<file path="src/rtl/fw_coef_stream_if.sv">
// Output beat stream from fw_coef_stream into the MAC array (valid/ready).
// The master side drives a beat of LANES coefficients; the slave side drives out_ready.
interface fw_coef_stream_if #(
  parameter int COEF_W = 3,
  parameter int LANES  = 4
);
  logic                      out_valid;
  logic                      out_ready;
  logic                      out_last;
  logic [LANES*COEF_W-1:0]   out_coef;

  modport master (output out_valid, output out_coef, output out_last, input out_ready);
  modport slave  (input out_valid, input out_coef, input out_last, output out_ready);
endinterface

</file>
<file path="src/rtl/fw_coef_stream.sv">
// Writable BWN coefficient store with a read sequencer streaming LANES coefficients per beat.
// Optional macro FW_COEF_PARITY_EN adds a stored parity bit per word and a sticky par_err output.
//
//  state | meaning
//  IDLE  | waiting for start; writes still accepted
//  RUN   | streaming beats until the out_last beat is accepted
module fw_coef_stream #(
  parameter int  COEF_W = 3,
  parameter int  DEPTH  = 40,
  parameter int  LANES  = 4,
  parameter int  LEN_W  = 12,
  localparam int AW     = $clog2(DEPTH)
) (
  input  logic              clk,
  input  logic              rst_n,
  input  logic              wr_en,
  input  logic [AW-1:0]     wr_addr,
  input  logic [COEF_W-1:0] wr_data,
`ifdef FW_COEF_PARITY_EN
  input  logic              wr_par,
`endif
  input  logic              start,
  input  logic [AW-1:0]     rd_base,
  input  logic [LEN_W-1:0]  rd_len,
  output logic              busy,
  output logic              done,
`ifdef FW_COEF_PARITY_EN
  output logic              par_err,
`endif
  fw_coef_stream_if.master  out_if
);

`ifdef FW_COEF_PARITY_EN
  localparam int MW = COEF_W + 1;
`else
  localparam int MW = COEF_W;
`endif
  localparam logic [AW:0]      DEPTH_C = (AW+1)'(DEPTH);
  localparam logic [AW:0]      LANES_C = (AW+1)'(LANES);
  localparam logic [LEN_W-1:0] ONE_LEN = LEN_W'(1);

  typedef enum logic {IDLE, RUN} state_t;

  logic [MW-1:0] mem_q [DEPTH];

  state_t                  state_q, state_d;
  logic [AW-1:0]           ptr_q, ptr_d;
  logic [LEN_W-1:0]        rem_q, rem_d;
  logic                    valid_q, valid_d;
  logic                    last_q, last_d;
  logic [LANES*COEF_W-1:0] coef_q, coef_d;
  logic                    done_q, done_d;
  logic                    par_err_q, par_err_d;

  logic [LANES*COEF_W-1:0] lane_coef;
  logic [LANES-1:0]        lane_perr;
  logic [AW:0]             ptr_sum;
  logic [AW:0]             ptr_next;
  logic                    base_ok;
  logic                    load;

  // Memory write; read happens combinationally from the pre-edge contents (read-before-write).
  always_ff @(posedge clk) begin
    if (wr_en && ({1'b0, wr_addr} < DEPTH_C)) begin
`ifdef FW_COEF_PARITY_EN
      mem_q[wr_addr] <= {wr_par, wr_data};
`else
      mem_q[wr_addr] <= wr_data;
`endif
    end
  end

  // ptr < DEPTH and k < LANES <= DEPTH, so one conditional subtract gives the modulo.
  for (genvar k = 0; k < LANES; k++) begin : g_lane
    logic [AW:0]   sum;
    logic [AW:0]   idx;
    logic [MW-1:0] word;
    assign sum  = {1'b0, ptr_q} + (AW+1)'(k);
    assign idx  = (sum >= DEPTH_C) ? (sum - DEPTH_C) : sum;
    assign word = mem_q[idx[AW-1:0]];
    assign lane_coef[k*COEF_W +: COEF_W] = word[COEF_W-1:0];
`ifdef FW_COEF_PARITY_EN
    assign lane_perr[k] = ^word;
`else
    assign lane_perr[k] = 1'b0;
`endif
  end

  assign ptr_sum  = {1'b0, ptr_q} + LANES_C;
  assign ptr_next = (ptr_sum >= DEPTH_C) ? (ptr_sum - DEPTH_C) : ptr_sum;
  assign base_ok  = ({1'b0, rd_base} < DEPTH_C);
  assign load     = (state_q == RUN) && (!valid_q || out_if.out_ready) && (rem_q != '0);

  always_comb begin
    state_d   = state_q;
    ptr_d     = ptr_q;
    rem_d     = rem_q;
    valid_d   = valid_q;
    last_d    = last_q;
    coef_d    = coef_q;
    done_d    = 1'b0;
    par_err_d = par_err_q;

    case (state_q)
      IDLE: begin
        if (start && base_ok) begin
          par_err_d = 1'b0;
          if (rd_len != '0) begin
            state_d = RUN;
            ptr_d   = rd_base;
            rem_d   = rd_len;
          end else begin
            done_d = 1'b1;
          end
        end
      end
      RUN: begin
        if (valid_q && out_if.out_ready) begin
          valid_d = 1'b0;
          if (last_q) begin
            last_d  = 1'b0;
            state_d = IDLE;
            done_d  = 1'b1;
          end
        end
        if (load) begin
          valid_d = 1'b1;
          coef_d  = lane_coef;
          ptr_d   = ptr_next[AW-1:0];
          rem_d   = rem_q - ONE_LEN;
          last_d  = (rem_q == ONE_LEN);
          if (|lane_perr) par_err_d = 1'b1;
        end
      end
      default: state_d = IDLE;
    endcase
  end

  always_ff @(posedge clk) begin
    if (!rst_n) begin
      state_q   <= IDLE;
      ptr_q     <= '0;
      rem_q     <= '0;
      valid_q   <= 1'b0;
      last_q    <= 1'b0;
      coef_q    <= '0;
      done_q    <= 1'b0;
      par_err_q <= 1'b0;
    end else begin
      state_q   <= state_d;
      ptr_q     <= ptr_d;
      rem_q     <= rem_d;
      valid_q   <= valid_d;
      last_q    <= last_d;
      coef_q    <= coef_d;
      done_q    <= done_d;
      par_err_q <= par_err_d;
    end
  end

  assign busy             = (state_q == RUN);
  assign done             = done_q;
  assign out_if.out_valid = valid_q;
  assign out_if.out_last  = last_q;
  assign out_if.out_coef  = coef_q;
`ifdef FW_COEF_PARITY_EN
  assign par_err = par_err_q;
`else
  logic unused_par;
  assign unused_par = par_err_q;
`endif

endmodule

</file>
<file path="src/flat_wrapper.sv">
// flat-port wrapper written by rule: the top's interface ports become plain ports
module fw_coef_stream_flat 
#(
  parameter int  COEF_W = 3,
  parameter int  DEPTH  = 40,
  parameter int  LANES  = 4,
  parameter int  LEN_W  = 12,
  localparam int AW     = $clog2(DEPTH)
)
  (clk, rst_n, wr_en, wr_addr, wr_data, start, rd_base, rd_len, busy, done, out_if_out_valid, out_if_out_coef, out_if_out_last, out_if_out_ready);
  fw_coef_stream_if #(.COEF_W(COEF_W), .LANES(LANES)) out_if_i ();
  input  logic clk;
  input  logic rst_n;
  input  logic wr_en;
  input  logic [AW-1:0] wr_addr;
  input  logic [COEF_W-1:0] wr_data;
  input  logic start;
  input  logic [AW-1:0] rd_base;
  input  logic [LEN_W-1:0] rd_len;
  output logic busy;
  output logic done;
  output wire logic [$bits(out_if_i.out_valid)-1:0] out_if_out_valid;
  output wire logic [$bits(out_if_i.out_coef)-1:0] out_if_out_coef;
  output wire logic [$bits(out_if_i.out_last)-1:0] out_if_out_last;
  input wire logic [$bits(out_if_i.out_ready)-1:0] out_if_out_ready;
  assign out_if_out_valid = out_if_i.out_valid;
  assign out_if_out_coef = out_if_i.out_coef;
  assign out_if_out_last = out_if_i.out_last;
  assign out_if_i.out_ready = out_if_out_ready;
  fw_coef_stream #(.COEF_W(COEF_W), .DEPTH(DEPTH), .LANES(LANES), .LEN_W(LEN_W)) u_core (.clk(clk), .rst_n(rst_n), .wr_en(wr_en), .wr_addr(wr_addr), .wr_data(wr_data), .start(start), .rd_base(rd_base), .rd_len(rd_len), .busy(busy), .done(done), .out_if(out_if_i));
endmodule
</file>
<file path="config.mk">
export PLATFORM = sky130hd
export DESIGN_NAME = fw_coef_stream_flat
export DESIGN_NICKNAME = d
export VERILOG_FILES = /design/src/rtl/fw_coef_stream_if.sv /design/src/rtl/fw_coef_stream.sv /design/src/flat_wrapper.sv
export SDC_FILE = /design/constraint.sdc
export NUM_CORES = 1
export LEC_CHECK = 0
export BUFFER_PORTS_ARGS = -buffer_cell sky130_fd_sc_hd__buf_4
export CAP_MARGIN = 20
export CORE_MARGIN = 10
export CORE_UTILIZATION = 45
export CTS_BUF_LIST = sky130_fd_sc_hd__clkbuf_16
export DETAILED_ROUTE_END_ITERATION = 8
export GPL_TIMING_DRIVEN = 1
export PLACE_DENSITY = 0.67
export SETUP_SLACK_MARGIN = 0.2
export SYNTH_ARGS = -nofsm -noshare
export SYNTH_HDL_FRONTEND = slang
export SYNTH_SLANG_ARGS = --single-unit
</file>
<file path="constraint.sdc">
create_clock -name clk -period 6.7 [get_ports clk]
set_input_delay 0.335 -clock clk [delete_from_list [all_inputs] [get_ports clk]]
set_output_delay 0.335 -clock clk [all_outputs]
set_load 0.01 [all_outputs]
</file>
==> impl_results.md <==
- Status: complete, no violations
- Sum Neg Setup Slack: 0 ns
- Synth Instances: 849
- Top FF cell, synth: edfxtp_1
- Via count: 7755
- # IOs: 48
- Initial Util: roughly 46%
- Sequential share of the synthesized area: around 40%
- Overflow after GRT: 0
- Num CTS Buffers: 17
- Final core utilization: between 50% and 60%
- Clk_lat worst skew: around 0.44 ns
- Critical path class: reg2reg
- Final WL: about 31 mm
- Critical path's most frequent cell: ha_1
- Critical path's slowest cell: dfxtp_2
- Critical path cell sequence: buf_4 > ha_1 > xor2_2 > inv_1 > ha_1 > a211oi_2 > nor2_2 > xnor2_2 > mux2_2 > a221oi_1 > a22o_1
- Slew Limit Fails: 0
- Core footprint: around 0.023 mm2
- CP arrival: between 4 and 5 ns
- Cts repair resizes: 0
- # clock sinks: around 150
- Wirelength per Cell: 25.5 um
- Initial antenna violation count: 0
- Syn_nets: 900
- Setup slack after layout: about 2.2 ns
- N_diodes: 0
- Clock Path Buffers: 2
- CTS root buf: clkbuf_16
- Post-CTS setup buffer count: 0
- Router iterations before antenna repair: 5
- Area Overhead vs Synth: 10.5%
- Buf/Inv on CP: 2
- CP startpoint kind: flip-flop
- IO buf count: 47
- Drt drc: 0
- GRT Overall Usage: 19.8%
- Leak Pwr: 3.86 nW
- Worst slew pin tran: about 1 ns
- Clock slew seen by the registers of the worst setup and hold paths: 0.08 ns
- GPL Wtd Cong: 0.946
- Maxcap violations: 0
- Power Density: 237 mW/mm2
- Fin crit period: ~4.5 ns
- CTS tree: done
- Crit Path Max Fanout: 22
- Synth async-reset ratio: 0%
- Antenna-violating nets left: 0
- CP required: slightly above 7 ns
- #FFs+latches synth: ~150
- Fin crit share: roughly two thirds
- First-pass GRT wire length: 45.9 mm
- Pre-CTS setup slack: 2.28 ns
- Final Hold Fails: 0
- Row cnt: between 50 and 60
- Layout filler cell count: approximately 2000
- CP peak stage delay: around 0.7 ns
- Design Power: around 0.0028 W
- Die Area: about 0.030 mm2
- Final instance area: between 0.01 and 0.015 mm2
- Hold Buf Count CTS: 0
- Initial DRC Count: about 900
- Crit end category: flip-flop
- Vias per inst: between 6 and 7
- Post-synth EDFFs: 120
- Unrepaired setup endpoints after global routing: false
- Syn Area/Cell: about 12 um2
- Yosys warning count: 0
- Layout cells sized above 1: 23.8%
- Hold Path Class: in2reg
- Placed inst area: 0.0110 mm2
- DP HPWL: around 23 mm
- Yosys cell types: between 70 and 80
- Slew HR: roughly a third
- Die Wd: ~170 um
- Number of global-route vias before repair: 7271
- Nets: approximately 920
- H-tree depth: 4
- Layout Skew: about 0.011 ns
- Final Setup Violations: 0
- Cell area after synthesis: approximately 0.011 mm2
- Largest net degree at the start of global routing: about 40
- Delay-heaviest family, CP: compound AO/OA/AOI/OAI gates
- F_max: about 220 MHz
- Die Y-Extent: approximately 170 um
- Peak supply drop: 0.140 mV
synth_stat cells (3+ instances only):
cell type  count  share of area [%]
a2111oi_0      3               0.25
a211oi_1       9               0.64
a21boi_0       4               0.28
a21oi_1       32                1.5
a221oi_1       5               0.42
a22o_1         3               0.25
a311oi_1       3               0.25
a31oi_1        3               0.18
and2_1        20                1.2
and3_1         6               0.36
buf_1          6               0.21
buf_2         13               0.62
buf_4          6               0.43
buf_6          5               0.53
buf_8          4               0.57
clkbuf_1      17               0.61
dfxtp_1       34                6.5
edfxtp_1     120                 34
ha_1          19                2.3
inv_1         17               0.61
mux2_2         8               0.85
mux2i_1       85                8.1
mux4_1         6                1.5
mux4_2        94                 20
nand2_1       62                2.2
nand2b_1       5               0.30
nand3_1       19               0.90
nand3b_1       6               0.43
nand4_1        7               0.42
nor2_1        72                2.6
nor2b_1       15               0.89
nor3_1        12               0.57
nor4_1         7               0.42
o211ai_1       6               0.43
o21a_1         4               0.28
o21ai_0       35                1.7
o21ai_1        5               0.24
o22ai_1       10               0.59
or3_1          4               0.24
xnor2_1        8               0.66
xor2_1         4               0.33
layout by cell type, fill, tap and decap left out, types with 4 or more instances in the layout:
cell type,netlist,routed
o21a_1,4,4
nor2b_1,15,15
mux4_1,6,6
nor2_1,72,72
o21ai_0,35,35
xor2_1,4,4
nand2b_1,5,5
and2_1,20,20
clkinv_8,0,7
mux2i_1,85,85
a221oi_1,5,5
mux4_2,94,94
xnor2_1,8,8
o21ai_1,5,5
o22ai_1,10,10
buf_4,6,57
a21oi_1,32,32
a211oi_1,9,9
nor3_1,12,12
or3_1,4,4
nor4_1,7,7
nand4_1,7,7
mux2_2,8,8
nand2_1,62,62
and3_1,6,6
dfxtp_1,34,32
nand3b_1,6,6
clkbuf_16,0,17
edfxtp_1,120,120
a21boi_0,4,4
nand3_1,19,19
inv_1,17,17
ha_1,19,19
o211ai_1,6,6
cells by family (layout without fill, tap and decap cells):
group | Yosys count | in the layout | share of synthesized area (%)
and+or+nand+nor | 246 | 246 | 11.5
muxes | 194 | 194 | 30.7
DFF | 154 | 154 | 40.7
AOI/OAI and AO/OA | 150 | 150 | 9.57
buffers and inverters | 70 | 107 | 3.80
adders and majority gates | 19 | 19 | 2.26
xor gates and xnor gates | 16 | 16 | 1.61
power by group:
group	switching, W	internal (W)
clock network	0.000486	0.000508
registers	0.0000478	0.00105
logic	0.000370	0.000295
total	0.000903	0.00186
area by class of cell:
type                       count  area, um2  share of cell area (%)
clock buffer                  17        425                    3.65
timing repair buffer          57        428                    3.67
clock inverter                15        191                    1.64
tap                          313        392                    3.36
inverter                      18       67.6                   0.580
multi-input combinational    625       5850                    50.3
sequential                   154       4290                    36.8
sequential cells by signal, indices dropped and copies added, names as in the netlist:
| name | count |
|---|---|
| u_core.ptr_q | 6 |
| u_core.busy | 1 |
| u_core.out_if.out_coef | 12 |
| u_core.done | 1 |
| u_core.mem_q | 120 |
| u_core.rem_q | 12 |
| u_core.out_if.out_last | 1 |
| u_core.out_if.out_valid | 1 |
per-stage QoR:
stage / std cells / hold WS (ns)
6_report: 1199 / 0.181
3_3_place_gp: 1167 / 0.486
4_1_cts: 1199 / 0.163
2_1_floorplan: 849 / 0.434
3_5_place_dp: 1167 / 0.488
5_1_grt: 1199 / 0.180
metal layers:
layer / wire length [um] / vias to the layer above / GRT usage (%)
li1: - / 3427 / -
met1: 13600 / 3917 / 27.8
met2: 14100 / 373 / 30.6
met3: 2310 / 38 / 3.09
met4: 651 / 0 / 6.43
met5: 0 / - / 0
worst min-delay path, cell delays in order:
cell     delay [ns]
buf_4          0.08
mux2i_1        0.05
nor2b_1        0.10
final timing paths:
check                                                       startpoint                                     end  slack [ns]  cells past startpoint
worst max-delay path                      u_core.ptr_q[2]$_SDFFE_PN0P_  u_core.out_if.out_coef[8]$_SDFFE_PN0P_        2.18                     11
worst min-delay path                                        rd_base[1]            u_core.ptr_q[1]$_SDFFE_PN0P_        0.18                      3
worst max register to register            u_core.ptr_q[2]$_SDFFE_PN0P_  u_core.out_if.out_coef[8]$_SDFFE_PN0P_        2.18                     11
worst min register to register  u_core.out_if.out_coef[4]$_SDFFE_PN0P_  u_core.out_if.out_coef[4]$_SDFFE_PN0P_        0.50                      2
Note: power is estimated with default switching activity, not from simulation.
